**src/rtl/l2_sq_accumulator.sv**
```systemverilog
// Sum-of-squares partial-sum stage of the L2-norm datapath.
// Registers each sample, squares it and folds it into a wrapping accumulator.
module l2_sq_accumulator #(
  parameter int IN_W  = 8,
  parameter int ACC_W = 20
) (
  input  logic             clk,
  input  logic             reset,
  input  logic [IN_W-1:0]  a,
  input  logic             valid_in,
  output logic [ACC_W-1:0] f,
  output logic             valid_out,
  output logic             overflow
);

  localparam int PW = 2 * IN_W;

  logic [IN_W-1:0]  r_a_q;
  logic             r_valid_q;
  logic [ACC_W-1:0] r_f;
  logic             r_valid_out;
  logic             r_overflow;

  logic signed [PW-1:0] w_prod;
  logic [ACC_W:0]       w_prod_ext;
  logic [ACC_W:0]       w_sum;
  logic                 w_ovf;

  assign w_prod = $signed(r_a_q) * $signed(r_a_q);
  assign w_prod_ext = {{(ACC_W + 1 - PW){w_prod[PW-1]}}, w_prod};
  assign w_sum = {r_f[ACC_W-1], r_f} + w_prod_ext;
  // Extra sum bit disagreeing with the result sign means signed range was left.
  assign w_ovf = w_sum[ACC_W] ^ w_sum[ACC_W-1];

  always_ff @(posedge clk or negedge reset) begin
    if (!reset) begin
      r_a_q     <= '0;
      r_valid_q <= 1'b0;
    end else begin
      r_a_q     <= a;
      r_valid_q <= valid_in;
    end
  end

  always_ff @(posedge clk or negedge reset) begin
    if (!reset) begin
      r_f         <= '0;
      r_valid_out <= 1'b0;
      r_overflow  <= 1'b0;
    end else begin
      r_valid_out <= r_valid_q;
      if (r_valid_q) begin
        r_f <= w_sum[ACC_W-1:0];
        if (w_ovf) r_overflow <= 1'b1;
      end
    end
  end

  assign f         = r_f;
  assign valid_out = r_valid_out;
  assign overflow  = r_overflow;

endmodule

```
**config.mk**
```make
export PLATFORM = sky130hd
export DESIGN_NAME = l2_sq_accumulator
export DESIGN_NICKNAME = d
export VERILOG_FILES = /design/src/rtl/l2_sq_accumulator.sv
export SDC_FILE = /design/constraint.sdc
export NUM_CORES = 1
export LEC_CHECK = 0
export ABC_AREA = 0
export CORE_MARGIN = 2
export CORE_UTILIZATION = 40
export DETAILED_ROUTE_END_ITERATION = 6
export GPL_TIMING_DRIVEN = 1
export PLACE_DENSITY_LB_ADDON = 0.2
export REMOVE_ABC_BUFFERS = 1
export SYNTH_ARGS = -nofsm -noshare
export SYNTH_HDL_FRONTEND = slang
export SYNTH_SLANG_ARGS = --single-unit
```
**constraint.sdc**
```tcl
create_clock -name clk -period 12.15 [get_ports clk]
set_input_delay 1.8225 -clock clk [delete_from_list [all_inputs] [get_ports clk]]
set_output_delay 1.8225 -clock clk [all_outputs]
set_load 0.01 [all_outputs]
```
# Word level (Yosys, flattened, before mapping)
# Cells that the tools add are included.
# totals
wordCells	9
out_inout_bits	22
ff_bits	31
input_bits	11
# classes
mul	1
add_sub_neg	1
bitwise_logic	1
reduce_logical	1
# op_table
cell	count
$add 20x16->21	1
$mul 8x8->16	1
$reduce_and 2->1	1
$xor 1x1->1	1

# Depth between registers and ports, before layout
# Gate-level depths: netlist (run 1).
# logic_depth
ltp_word	4
mapped_depth	20
ltp_nobuf	19

# Least setup slack after synthesis (run 1)
# OpenSTA, ideal clock, no wires.
# synth_timing
path_kind	reg2reg
startpoint	reg r_a_q[7]
endpoint	reg r_f[18], in the netlist f[18]
path_buffers	1
setup_ns	0.125
t_arrival_ns	5.157
path_stages_with_launch	16
slack_ns	6.869
t_required_ns	12.025
period_less_slack_ns	5.281
cell_sequence	dfrtp_1 -> clkbuf_1 -> and2_1 -> fa_1 -> fa_1 -> fa_1 -> fa_1 -> ha_1 -> ha_1 -> o21ai_0 -> a21oi_1 -> a221o_1 -> a21oi_1 -> o21ai_1 -> xor2_1 -> mux2_2
# synth_between
elab_chain_cells	2
# synth_rtl
element	line_no	rtl
from (decl)	18	logic [IN_W-1:0] r_a_q;
from (signal assigned)	37	r_a_q <= '0;
from (signal assigned)	40	r_a_q <= a;
$mul 8x8->16	29	assign w_prod = $signed(r_a_q) * $signed(r_a_q);
$add 20x16->21	31	assign w_sum = {r_f[ACC_W-1], r_f} + w_prod_ext;
to (signal assigned)	53	r_f <= w_sum[ACC_W-1:0];
to (decl)	20	logic [ACC_W-1:0] r_f;
# Every way passes these cells.
# A chain may end at the register's enable or synchronous reset.

# Final worst setup path (run 1)
# Same ends and word-level chain as after synthesis.

==> qor.yml, run 1 <==
start_kind: "register"
async_flop_share_pct: 100
yosys_most_used_dff: "dfrtp_1"
cts_tree: "yes"
hold_viol: 0
fin_crit_ns: 5.92
critical_path_class: "reg -> reg"
antenna_left: 0
grt-ovfl-total: 0
grt_max_degree: 32
fin_crit_sh_pct: 48.8
cts_buffers: 5
cts_max_path_buffers: 2
rows: 38
outcome: "finished, final reports clean"
clkTransAtPathRegs_ns: 0.06
cts_sinks: 31
clock_latency_ns: 0.28
wl_per_cell_microns: 15.3
finClkSkew_ns: 0.0104
dp_hpwl_microns: 7720
slew_viol_final: 0
synth-seq-area-share_pct: 17.1
synthCells: 424
netlist-cell-type-count: 29
wirelength_microns: 9180
grt_pass1_vias: 3315
hold_class: "reg -> reg"
hold_buffers: 0
drt-met1-wl_microns: 4580
layout-drive-gt1-share_pct: 6.99
wl_met2_microns: 4240
regArea_sq_um: 776
fin_nets: 605
cp_max_fo: 16
fmax_ghz: 0.169
crit_required_ns: 12.32
die_w_microns: 110
end_kind: "register"
fill_cells: 1036
drtIter0Drc: 64
yosys_register_bits: 31
syn_area_sq_um: 4530
avgSynthCellArea_sq_um: 10.7
grt_pass1_wl_microns: 16400
drc: 0
core_sq_um: 10900
viasPerCell: 4.85
drtPass1Iterations: 4
drv_cap: 0
grt_antenna_before_repair: 0
port_buffers: 32
yosysTopAreaCellShare_pct: 35.4
fin_setup_tns_ns: 0
rsz0062_at_grt: "false"
finalSetupViolations: 0
yosysTopAreaCell: "fa_1"
wl_met3_microns: 280
yosysWarnings: 0
postCtsSetupBuffers: 0
cts_max_level: 2
clockRootBuffer: "clkbuf_16"
worstMarginPinSlew_ns: 1.02
die_h_microns: 110
synth_edf_count: 0
antenna_cells: 0
top_layer: "met4"
cts-resized-gates: 0
grtUsageTotal_pct: 17.7
max_slew_margin_pct: 31.8
start_util_pct: 41.4
die_area_sq_um: 12200
gp_congestion: 0.784
multi_input_area_sq_um: 3390
area_growth_pct: 14.1
num_vias: 2900
netlist_top_cells_area: "fa_1 (35%), dfrtp_1 (17%), ha_1 (16%)"
pin_count: 33
crit_arrival_ns: 6.09
==> cell type report <==
| class | instances | share of cell area, % |
|---|---|---|
| Timing Repair Buffer | 32 | 6.10 |
| Sequential cell | 31 | 15.0 |
| Inverter | 91 | 6.61 |
| Multi-Input combinational cell | 296 | 65.6 |
| Clock inverter | 3 | 0.848 |
| Clock buffer | 5 | 2.42 |
| Tap cell | 140 | 3.39 |
==> per-layer routing <==
layer,global-route usage (%),up-vias
li1,-,1405
met1,25.8,1444
met2,28.0,42
met3,3.06,9
met4,3.21,0
met5,0,-
==> sequential cells by signal, indices dropped and copies added, names as in the netlist <==
name       cells
r_a_q          8
f             20
r_valid_q      1
overflow       1
valid_out      1
==> critical path, cell delays in order, from the launching register on <==
cell	delay (ns)
dfrtp_1	0.63
and2_1	0.81
xnor2_1	0.17
ha_1	0.33
fa_1	0.53
fa_1	0.45
fa_1	0.58
fa_1	0.45
ha_1	0.36
o211ai_1	0.23
o211ai_1	0.17
a221o_1	0.34
a21oi_1	0.23
o21ai_1	0.12
xor2_1	0.15
mux2_2	0.26
==> worst paths after layout <==
kind	depth (start not counted)	end	from	slack (ns)
worst min-delay path	1	overflow	overflow	0.46
worst max-delay path	15	f[18]	r_a_q[7]	6.23
min in group asynchronous	1	f[0]	reset	1.61
worst min register to register	1	overflow	overflow	0.46
worst max register to register	15	f[18]	r_a_q[7]	6.23
max in group asynchronous	1	f[9]	reset	10.06
==> kinds of logic (layout without fill, tap and decap cells) <==
kind of cell / count (synthesis) / count (layout) / synth area share (%)
buffers and inverters: 97 / 131 / 8.04
muxes: 16 / 16 / 3.98
adders and majority gates: 137 / 137 / 51.1
and+or+nand+nor: 63 / 63 / 6.83
DFF: 31 / 31 / 17.1
xor gates and xnor gates: 27 / 27 / 5.22
AOI/OAI and AO/OA: 53 / 53 / 7.68
==> cells in the mapped netlist, types with 2 or more instances <==
cell type	count
nand3_1	3
dfrtp_1	31
a21oi_1	12
fa_1	80
nand2_1	23
a21o_1	7
xnor2_1	21
nand2b_1	5
o21ai_1	2
nor2b_1	6
o21ai_0	11
and2_1	14
nor2_1	10
inv_1	91
o21a_1	2
a31o_2	5
mux2_2	16
ha_1	57
o211ai_1	4
a211oi_1	5
clkbuf_1	6
xor2_1	6
==> cells in the final DEF (no fill, tap or decap) <==
cell,netlist,layout
or2_2,1,1
a221o_1,1,1
a31o_2,5,5
a31oi_1,1,1
a21o_1,7,7
inv_1,91,91
and2_1,14,14
or4_1,1,1
fa_1,80,80
xnor2_1,21,21
clkdlybuf4s50_1,0,31
a21oi_1,12,12
clkinv_4,0,1
nor2_1,10,10
o21ai_0,11,11
o22ai_1,1,1
nand2b_1,5,5
a211oi_1,5,5
mux2_2,16,16
clkbuf_16,0,5
buf_2,0,1
clkinv_2,0,1
o21a_1,2,2
dfrtp_1,31,31
ha_1,57,57
nand2_1,23,23
a211oi_2,1,1
nand3_1,3,3
nor2b_1,6,6
bufinv_16,0,1
o211ai_1,4,4
a41oi_1,1,1
xor2_1,6,6
o21ai_1,2,2
==> through the flow <==
step	cells	cell area, sq um	hold WS [ns]	util [%]	worst slack, ns
after floorplan	418	4510	0.493	-	6.77
after global placement	590	5000	0.454	45.7	6.37
after detailed placement	590	5000	0.447	45.7	6.25
after CTS	598	5160	0.468	47.2	6.21
after global routing	598	5160	0.487	47.2	5.81
final	598	5160	0.459	47.2	6.23
Power of run 1 is not shown: default switching activity piles up to over one toggle a cycle in this logic, so the estimate is an artifact.
==> run 2: changes to the inputs <==
==> constraint.sdc (replaced) <==
create_clock -name clk -period 5.9 [get_ports clk]
set_input_delay 0.885 -clock clk [delete_from_list [all_inputs] [get_ports clk]]
set_output_delay 0.885 -clock clk [all_outputs]
set_load 0.01 [all_outputs]
==> run 2 against run 1 <==
  * Global-route usage up 0.24 points
  * Via count up 2.5%
  * Critical path type unchanged
  * First-iteration DRC count up 23%
  * Critical path depth up 2
  * Worst hold slack better by 0.0046 ns
==> qor.yml, run 2 (synthesis gave the netlist of run 1 again) <==
outcome: "finished, final reports clean"  # unchanged
wirelength_microns: 9110  # was 9180 microns
viasPerCell: 4.94  # was 4.85
cts-resized-gates: 0  # unchanged
hold_viol: 0  # unchanged
cts_sinks: 31  # unchanged
dp_hpwl_microns: 7760  # was 7720 microns
hold_class: "reg -> reg"  # unchanged
start_util_pct: 41.4  # unchanged
fill_cells: 1074  # was 1036
finalSetupViolations: 0  # unchanged
cp_cell_sequence: "inv_1 -> nor2_1 -> fa_1 -> fa_1 -> inv_1 -> fa_1 -> inv_1 -> fa_1 -> fa_1 -> ha_1 -> o211ai_1 -> o211ai_1 -> a221o_1 -> a21oi_1 -> o21ai_1 -> xor2_1 -> mux2_2"  # was and2_1 -> xnor2_1 -> ha_1 -> fa_1 -> fa_1 -> fa_1 -> fa_1 -> ha_1 -> o211ai_1 -> o211ai_1 -> a221o_1 -> a21oi_1 -> o21ai_1 -> xor2_1 -> mux2_2
drv_cap: 0  # unchanged
postCtsSetupBuffers: 0  # unchanged
cts_buffers: 5  # unchanged
fin_setup_tns_ns: 0  # unchanged
slew_viol_final: 0  # unchanged
die_h_microns: 110  # unchanged
worstMarginPinSlew_ns: 1.03  # was 1.02 ns
gp_congestion: 0.804  # was 0.784
cp_slowest_stage_delay_ns: 0.55  # was 0.81 ns
crit_required_ns: 6.06  # was 12.32 ns
grt_pass1_wl_microns: 16700  # was 16400 microns
cp_max_fo: 11  # was 16
start_kind: "register"  # unchanged
grtUsageTotal_pct: 17.9  # was 17.7%
drtPass1Iterations: 4  # unchanged
rsz0062_at_grt: "false"  # unchanged
fin_crit_sh_pct: 91.5  # was 48.8%
cts_tree: "yes"  # unchanged
cts_max_path_buffers: 2  # unchanged
antenna_cells: 0  # unchanged
min_path_cells: 1  # unchanged
port_buffers: 32  # unchanged
cp_slowest_cell: "dfrtp_1"  # was and2_1
crit_top_cell: "fa_1"  # unchanged
end_kind: "register"  # unchanged
rr_worst_depth: 17  # was 15
largest_reg_flops: 20  # unchanged
final_common_cell: "inv_1"  # unchanged
max_slew_margin_pct: 31.4  # was 31.8%
rows: 38  # unchanged
fin_crit_ns: 5.40  # was 5.92 ns
dp_cells: 594  # was 590
die_w_microns: 110  # unchanged
fmax_ghz: 0.185  # was 0.169 GHz
wl_per_cell_microns: 15.1  # was 15.3 microns
clkTransAtPathRegs_ns: 0.06  # about the same
drc: 0  # unchanged
core_sq_um: 10900  # unchanged
clockRootBuffer: "clkbuf_16"  # unchanged
drtIter0Drc: 79  # was 64
grt_pass1_vias: 3364  # was 3315
fin_nets: 609  # was 605
final_util_pct: 47.5  # was 47.2%
critical_path_class: "reg -> reg"  # unchanged
area_growth_pct: 14.7  # was 14.1%
crit_arrival_ns: 5.56  # was 6.09 ns
layout-drive-gt1-share_pct: 7.79  # was 6.99%
pin_count: 33  # unchanged
num_vias: 2972  # was 2900
stdcell_count: 602  # was 598
finClkSkew_ns: 0.00571  # was 0.0104 ns
grt_antenna_before_repair: 0  # unchanged
antenna_left: 0  # unchanged
grt_max_degree: 32  # unchanged
hold_buffers: 0  # unchanged
die_area_sq_um: 12200  # unchanged
clock_latency_ns: 0.28  # about the same
final_cell_mix: "inv_1 (91), fa_1 (80), ha_1 (57), dfrtp_1 (31), clkdlybuf4s50_1 (31)"  # unchanged
cts_max_level: 2  # unchanged
grt-ovfl-total: 0  # unchanged
run 2: changes by cell type in the layout (fill, tap and decap cells not counted), sizes merged:
cell / previous run / this run
buf: 1 / 5
run 2: per-layer routing:
metal	share of wire, %	wire length (microns)	global-route usage, %
met3	3.9	359	2.23
met1	49	4430	26.3
met4	0.82	75	2.77
met5	0	0	0
met2	47	4250	29.1
run 2: final timing paths:
path	start	endpoint	slack, ns
min in group asynchronous	reset	f[11]	0.69
max in group asynchronous	reset	f[0]	4.72
hold / removal	overflow	overflow	0.46
setup / recovery	r_a_q[6]	f[18]	0.50
setup reg to reg	r_a_q[6]	f[18]	0.50
hold reg to reg	overflow	overflow	0.46
run 2: cell type report:
cell class	instances	area, sq um	share of cell area, %
clock buffers	5	125	2.41
clock inverters	3	43.8	0.843
inverters	91	342	6.58
multi-input cells	296	3390	65.2
flip-flops and latches	31	776	14.9
well taps	140	175	3.37
repair buffers	36	345	6.65
run 2: stage by stage:
| stage | instance area [sq um] | hold slack (ns) | setup WS [ns] |
|---|---|---|---|
| after detailed placement | 5030 | 0.447 | 0.541 |
| final | 5190 | 0.464 | 0.504 |
| after CTS | 5190 | 0.468 | 0.518 |
| after global routing | 5190 | 0.500 | 0.195 |
| after global placement | 5030 | 0.447 | 0.607 |
| after floorplan | 4510 | 0.493 | 0.524 |
run 2: critical path, delay by kind of cell (launching register included):
family	cells	cell delay (ns)
fa+ha+maj	6	2.72
simple gates	1	0.23
xor+xnor	1	0.15
flops	1	0.55
buf+inv	3	0.29
mux	1	0.26
compound gates	5	1.10
Power of run 2 is left out for the same reason.
==> run 3: changes to the inputs <==
--- a/config.mk
+++ b/config.mk
@@ -6,11 +6,12 @@
 export NUM_CORES = 1
 export LEC_CHECK = 0
 export ABC_AREA = 0
+export ABC_CLOCK_PERIOD_IN_PS = 5900
 export CORE_MARGIN = 2
 export CORE_UTILIZATION = 40
 export DETAILED_ROUTE_END_ITERATION = 6
 export GPL_TIMING_DRIVEN = 1
-export PLACE_DENSITY_LB_ADDON = 0.2
+export PLACE_DENSITY_LB_ADDON = 0.12
 export REMOVE_ABC_BUFFERS = 1
 export SYNTH_ARGS = -nofsm -noshare
 export SYNTH_HDL_FRONTEND = slang
==> run 3 against run 2 <==
  * Flip-flop and latch count unchanged
  * Core utilization did not move
  * Design area unchanged
  * Count of clock-buffer cells in the layout unchanged
  * Critical path depth rose by 2
  * Global-route usage is 0.48 points higher
==> qor.yml, run 3 (synthesis gave the netlist of run 1 again) <==
die_h_microns: 110  # unchanged
gp_congestion: 0.838  # was 0.804
drv_cap: 0  # unchanged
max_slew_margin_pct: 33.0  # was 31.4%
clock_latency_ns: 0.29  # was 0.28 ns
grt-ovfl-total: 0  # unchanged
dp_hpwl_microns: 7980  # was 7760 microns
finalSetupViolations: 0  # unchanged
finClkSkew_ns: 0.00353  # was 0.00571 ns
grt_pass1_vias: 3275  # was 3364
crit_required_ns: 6.08  # was 6.06 ns
drtIter0Drc: 87  # was 79
grt_pass1_wl_microns: 16700  # about the same
viasPerCell: 4.82  # was 4.94
rows: 38  # unchanged
wl_per_cell_microns: 15.7  # was 15.1 microns
rr_worst_depth: 19  # was 17
grtUsageTotal_pct: 18.4  # was 17.9%
hold_viol: 0  # unchanged
fin_crit_ns: 5.38  # was 5.40 ns
layout-drive-gt1-share_pct: 7.79  # unchanged
rsz0062_at_grt: "false"  # unchanged
die_area_sq_um: 12200  # unchanged
drc: 0  # unchanged
pin_count: 33  # unchanged
worstMarginPinSlew_ns: 1.01  # was 1.03 ns
grt_antenna_before_repair: 0  # unchanged
outcome: "finished, final reports clean"  # unchanged
postCtsSetupBuffers: 0  # unchanged
largest_reg_flops: 20  # unchanged
start_util_pct: 41.4  # unchanged
cts_buffers: 5  # unchanged
die_w_microns: 110  # unchanged
cts_tree: "yes"  # unchanged
hold_buffers: 0  # unchanged
fin_setup_tns_ns: 0  # unchanged
drtPass1Iterations: 6  # was 4
core_sq_um: 10900  # unchanged
fin_crit_sh_pct: 91.1  # was 91.5%
final_common_cell: "inv_1"  # unchanged
critical_path_class: "reg -> reg"  # unchanged
clkTransAtPathRegs_ns: 0.06  # about the same
antenna_left: 0  # unchanged
cts_sinks: 31  # unchanged
cts_max_level: 2  # unchanged
final_cell_mix: "inv_1 (91), fa_1 (80), ha_1 (57), dfrtp_1 (31), clkdlybuf4s50_1 (31)"  # unchanged
antenna_cells: 0  # unchanged
wirelength_microns: 9440  # was 9110 microns
hold_class: "reg -> reg"  # unchanged
end_kind: "register"  # unchanged
cts-resized-gates: 0  # unchanged
min_path_cells: 1  # unchanged
fmax_ghz: 0.186  # was 0.185 GHz
slew_viol_final: 0  # unchanged
fin_nets: 609  # unchanged
port_buffers: 32  # unchanged
cts_max_path_buffers: 2  # unchanged
fill_cells: 1033  # was 1074
start_kind: "register"  # unchanged
clockRootBuffer: "clkbuf_16"  # unchanged
grt_max_degree: 32  # unchanged
area_growth_pct: 14.7  # unchanged
num_vias: 2902  # was 2972
cp_max_fo: 10  # was 11
crit_arrival_ns: 5.56  # about the same
## run 3: cell counts in the layout (fill, tap and decap cells not counted)
No cell type changed its count.
## run 3: final cells by class
type / instances / area, sq um / share of cell area (%)
multi-input cells: 296 / 3390 / 65.2
flip-flops and latches: 31 / 776 / 14.9
repair buffers: 36 / 345 / 6.65
inverters: 91 / 342 / 6.58
well taps: 140 / 175 / 3.37
clock buffers: 5 / 125 / 2.41
clock inverters: 3 / 43.8 / 0.843
## run 3: final timing paths
| kind | startpoint | to | slack [ns] |
|---|---|---|---|
| setup reg to reg | r_a_q[1] | overflow | 0.52 |
| hold / removal | overflow | overflow | 0.46 |
| max in group asynchronous | reset | r_a_q[7] | 4.75 |
| setup / recovery | r_a_q[1] | overflow | 0.52 |
| hold reg to reg | overflow | overflow | 0.46 |
| min in group asynchronous | reset | f[0] | 0.67 |
## run 3: layer usage
metal  wire (microns)  vias up  share of wire, %  track usage (%)
met4              144        0               1.5             4.82
met2             3940       55                42             26.4
met1             4950     1427                52             28.6
met3              400       10               4.2             3.12
li1                 -     1410                 -                -
met5                0        -                 0                0
## run 3: critical path: stages (launching register included)
cell and delay [ns]:
dfrtp_1 0.54, and2_1 0.31, buf_4 0.21, fa_1 0.50, inv_1 0.06, fa_1 0.53, inv_1 0.06, fa_1 0.53
inv_1 0.05, fa_1 0.53, inv_1 0.04, ha_1 0.28, ha_1 0.36, a21oi_1 0.25, o21ai_0 0.15, a211oi_1 0.23
a21oi_1 0.11, xor2_1 0.21, xnor2_1 0.11, a21o_1 0.18
## run 3: metrics by stage
stage | cell area, sq um | setup slack [ns] | util [%] | hold slack, ns | std cells
after floorplan | 4510 | 0.524 | - | 0.493 | 418
after global placement | 5030 | 0.561 | 46.0 | 0.442 | 594
after detailed placement | 5030 | 0.510 | 46.0 | 0.445 | 594
after CTS | 5190 | 0.500 | 47.5 | 0.464 | 602
after global routing | 5190 | 0.204 | 47.5 | 0.501 | 602
final | 5190 | 0.523 | 47.5 | 0.461 | 602
Power of run 3 is left out for the same reason.
